`src/rtl/hazard_forward_unit.sv`:
```
// hazard_forward_unit: forwarding-select and load-use interlock for the
// mips32 five-stage pipeline. Shadows the destination register of the
// instructions in EX, MEM and WB and registers the EX operand mux3 selects
// for the instruction about to enter EX.
module hazard_forward_unit #(
   parameter int REG_BITS = 5,
   parameter int CNT_BITS = 16
) (
   input  logic                clk,
   input  logic                reset,
   input  logic                id_valid,
   input  logic [REG_BITS-1:0] id_rs,
   input  logic [REG_BITS-1:0] id_rt,
   input  logic                id_uses_rs,
   input  logic                id_uses_rt,
   input  logic [REG_BITS-1:0] id_dest,
   input  logic                id_reg_write,
   input  logic                id_mem_read,
   input  logic                flush,
   output logic                stall,
   output logic                ex_bubble,
   output logic [1:0]          fwd_a,
   output logic [1:0]          fwd_b,
   output logic [CNT_BITS-1:0] stall_count
);

   typedef struct packed {
      logic                valid;
      logic [REG_BITS-1:0] dest;
      logic                reg_write;
      logic                mem_read;
   } entry_t;

   // Index 0 = EX, 1 = MEM, 2 = WB. WB is tracked to mirror the pipeline but
   // never forwarded because the register file writes through.
   entry_t              trk_reg [3];
   logic                ex_bubble_reg;
   logic [1:0]          fwd_reg [2];
   logic [CNT_BITS-1:0] stall_count_reg;

   entry_t              id_entry;
   logic                ex_is_load;
   logic                lu;
   logic                advance;
   logic [REG_BITS-1:0] src [2];
   logic [1:0]          src_used;
   logic [1:0]          fwd_next [2];

   assign id_entry = '{valid: 1'b1, dest: id_dest, reg_write: id_reg_write,
                       mem_read: id_mem_read};

   assign src[0]   = id_rs;
   assign src[1]   = id_rt;
   assign src_used = {id_uses_rt, id_uses_rs};

   // A load in EX whose result is needed by ID cannot be forwarded in time.
   assign ex_is_load = trk_reg[0].valid & trk_reg[0].mem_read &
                       trk_reg[0].reg_write & (trk_reg[0].dest != '0);
   assign lu = id_valid & ex_is_load &
               (((trk_reg[0].dest == id_rs) & id_uses_rs) |
                ((trk_reg[0].dest == id_rt) & id_uses_rt));

   // A flushed consumer is discarded, so there is nothing to stall for.
   assign stall   = lu & ~flush;
   assign advance = id_valid & ~stall & ~flush;

   genvar gi;
   generate
      for (gi = 0; gi < 2; gi++) begin : g_fwd
         logic ex_hit;
         logic mem_hit;
         assign ex_hit  = trk_reg[0].valid & trk_reg[0].reg_write &
                          (trk_reg[0].dest == src[gi]) & (src[gi] != '0);
         assign mem_hit = trk_reg[1].valid & trk_reg[1].reg_write &
                          (trk_reg[1].dest == src[gi]) & (src[gi] != '0);
         // Newest producer wins; a load in EX has no ALU result to forward.
         assign fwd_next[gi] = (!advance || !src_used[gi]) ? 2'b00 :
                               (ex_hit && !trk_reg[0].mem_read) ? 2'b01 :
                               mem_hit ? 2'b10 : 2'b00;
      end
   endgenerate

   // Advance the tracking pipeline, register selects and count stalls.
   always_ff @(posedge clk) begin
      if (reset) begin
         trk_reg[0]      <= '0;
         trk_reg[1]      <= '0;
         trk_reg[2]      <= '0;
         ex_bubble_reg   <= 1'b1;
         fwd_reg[0]      <= 2'b00;
         fwd_reg[1]      <= 2'b00;
         stall_count_reg <= '0;
      end else begin
         trk_reg[2]    <= trk_reg[1];
         trk_reg[1]    <= trk_reg[0];
         trk_reg[0]    <= advance ? id_entry : '0;
         ex_bubble_reg <= ~advance;
         fwd_reg[0]    <= fwd_next[0];
         fwd_reg[1]    <= fwd_next[1];
         if (stall && (stall_count_reg != '1))
            stall_count_reg <= stall_count_reg + CNT_BITS'(1);
      end
   end

   assign ex_bubble   = ex_bubble_reg;
   assign fwd_a       = fwd_reg[0];
   assign fwd_b       = fwd_reg[1];
   assign stall_count = stall_count_reg;

endmodule

```
`config.mk`:
```
export PLATFORM = sky130hd
export DESIGN_NAME = hazard_forward_unit
export DESIGN_NICKNAME = d
export VERILOG_FILES = /design/src/rtl/hazard_forward_unit.sv
export SDC_FILE = /design/constraint.sdc
export NUM_CORES = 1
export LEC_CHECK = 0
export ABC_AREA = 1
export CORE_MARGIN = 8
export CORE_UTILIZATION = 45
export DETAILED_ROUTE_END_ITERATION = 10
export PLACE_DENSITY = 0.73
export SYNTH_ARGS = -nofsm -noshare
export SYNTH_HDL_FRONTEND = slang
export SYNTH_SLANG_ARGS = --single-unit
```
`constraint.sdc`:
```
create_clock -name clk -period 1.8 [get_ports clk]
set_input_delay 0.36 -clock clk [delete_from_list [all_inputs] [get_ports clk]]
set_output_delay 0.36 -clock clk [all_outputs]
set_load 0.01 [all_outputs]
```
==> reports/qor.txt <==
status - complete, no violations
Clock power frac - 41.7%
Worst EP required - 1440 ps
worst-path maximum fanout - 2
unrepaired setup endpoints after global routing - true
CP Class - in2out
Final Hold Fails - 0
syn_area_per_cell - 6.96 um2
Largest register FFs - 16
CTS tree - done
Diodes inserted - 0
Crit path arrival time - 1380 ps
Peak VDD IR - 0.000428 V
GRT overflow - 0
Power Density - 591 nW/um2
f_max - 0.574 GHz
post-synthesis cell count - 281
total wire length - 5120 um
sequential power share - 48.4%
ANT nets after route - 0
Finished Layout Cells - 415
vias in the first global route - 1985
starting DRC count in detailed routing - 72
worst slack, placed - -703 ps
Nets - 386
post-synthesis cell type count - 29
Sw Pwr - 0.372 mW
clock transition at the registers of the reported paths - 70 ps
Tot GR Track Use - 15.9%
Maximum Capacitance Violations - 0
DRC viols - 0
initial antenna violation count - 0
Root Buffer - clkbuf_8
min Tclk post-route - 1740 ps
Hold/Removal Path Class - reg2reg
Die W - 81.9 um
layout cells sized above 1 - 24.0%
power share of the combinational group - 10.0%
final worst slack - 57.0 ps
placed inst area - 2670 um2
count of final setup violators - 0
first-pass GRT wire length - 8490 um
fin crit share - 96.8%
# hold bufs at CTS - 0
setup_tns - 0 ps
Finished Cell Area - 2840 um2
LEAKAGE - 1.24 nW
Rel. slew slack - 75.2%
Core Util, Final - 66.5%
Cell Count Post-Placement - 403
largest net degree at the start of global routing - 14
area grow syn2layout - 45.1%
Syn Nets - 305
FFs w/ async S/R, synth - 0%
Chip Height - 81.9 um
WL/cell - 12.3 um
register bit total from synthesis - 36
Final HPWL DP - 4000 um
Post-synth EDFFs - 0
worst-margin pin slew - 369 ps
vias per cell - 4.91
CTS Buf Count - 5
Buffers on Ports - 44
Boundary Pins - 45
routed vias - 2036
Post-Syn Area - 1950 um2
Design Power - 1.67 mW
clk sink count - 36
Initial DRT Pass Iterations - 4
die area - 6710 um2
Max Clock Skew - 8.39 ps
CTS Buffer Depth - 2
Worst setup SP type - primary input
Worst-Skew Late Latency - 290 ps
internal cell power - 1.30 mW
critical path endpoint category - primary output
H-tree depth - 2
hold_ws - 426 ps
Starting Density - 45.8%
Sw Ratio - 22.2%
Top FF cell, synth - dfxtp_1
register area share after synthesis - 36.9%
Slew Viols, Final - 0
num rows - 24
Ys Warns - 0
gp weighted congestion - 0.879
core box area - 4260 um2
## cell usage after synthesis, types with 5 or more instances
| cell type | count | area [um2] |
|---|---|---|
| nand2_1 | 60 | 225 |
| inv_1 | 45 | 169 |
| nor2_1 | 38 | 143 |
| dfxtp_1 | 36 | 721 |
| nand4_1 | 13 | 81.3 |
| nand3_1 | 12 | 60.1 |
| nand2_2 | 11 | 68.8 |
| xor2_1 | 11 | 96.3 |
| a21oi_2 | 10 | 87.6 |
| nor3_1 | 7 | 35.0 |
| inv_2 | 5 | 18.8 |
## what timing repair did
item / 4_1_cts / 5_1_grt
buffers inserted: 2 / 2
cloned: 0 / 0
resized for setup: 22 / 13
pin swaps: 5 / 10
setup endpoints to repair: 14 / 14
## cell type report
class	count	area [um2]
clock inverters	2	35.0
inverters	50	188
clock buffers	6	72.6
repair buffers	78	703
well taps	52	65.1
flip-flops and latches	36	731
fillers	398	1430
multi-input cells	191	1040
## power by group through the flow
stage	clock network [mW]	registers, mW	logic (mW)
finish	0.698	0.810	0.167
global route	0.748	0.811	0.183
CTS	0.722	0.812	0.162
detailed placement	0	0.830	0.166
global placement	0	0.830	0.166
floorplan	0	0.829	0.0631
## metal layers
layer / track usage [%] / vias to the layer above / routed length (um)
li1: - / 1047 / -
met1: 17.2 / 935 / 2090
met2: 28.7 / 46 / 2660
met3: 5.25 / 8 / 322
met4: 4.74 / 0 / 53
met5: 0 / - / 0
## kinds of logic after synthesis
logic type	share of synthesized area [%]
XOR/XNOR	6.72
adder cells (fa/ha/maj)	0.640
flip-flops	36.9
buffers and inverters	11.1
AO/OA/AOI/OAI	9.73
AND/OR/NAND/NOR	34.9
## critical path, stage by stage
cell	delay, ps
clkdlybuf4s50_1	470
inv_2	50
nor2_4	110
nand4_1	100
inv_2	80
nand2_2	60
inv_2	60
buf_6	100
## cell usage in the layout (no fill, tap or decap), types with 4 or more instances in the layout
cell	Yosys	final
clkbuf_8	0	5
dlygate4sd2_1	0	8
inv_1	45	42
nor2_1	38	33
a21oi_2	10	10
inv_2	5	8
nand4_1	13	13
buf_4	1	32
nand2_1	60	59
dfxtp_1	36	32
nand2_2	11	12
nand3_1	12	12
o22ai_1	4	4
xnor2_1	4	4
nor2_2	1	5
clkdlybuf4s50_1	0	33
xor2_1	11	11
nor3_1	7	6
a21oi_1	4	4
## worst paths after layout
kind | from | end | slack (ps) | depth (start not counted)
setup / recovery | id_valid | stall | 60 | 8
setup reg to reg | stall_count[0] | stall_count[5] | 180 | 10
hold reg to reg | trk_reg[0][7] | trk_reg[0][15] | 430 | 2
hold / removal | trk_reg[0][7] | trk_reg[0][15] | 430 | 2
No activity file was read; power rests on OpenSTA's default activity.
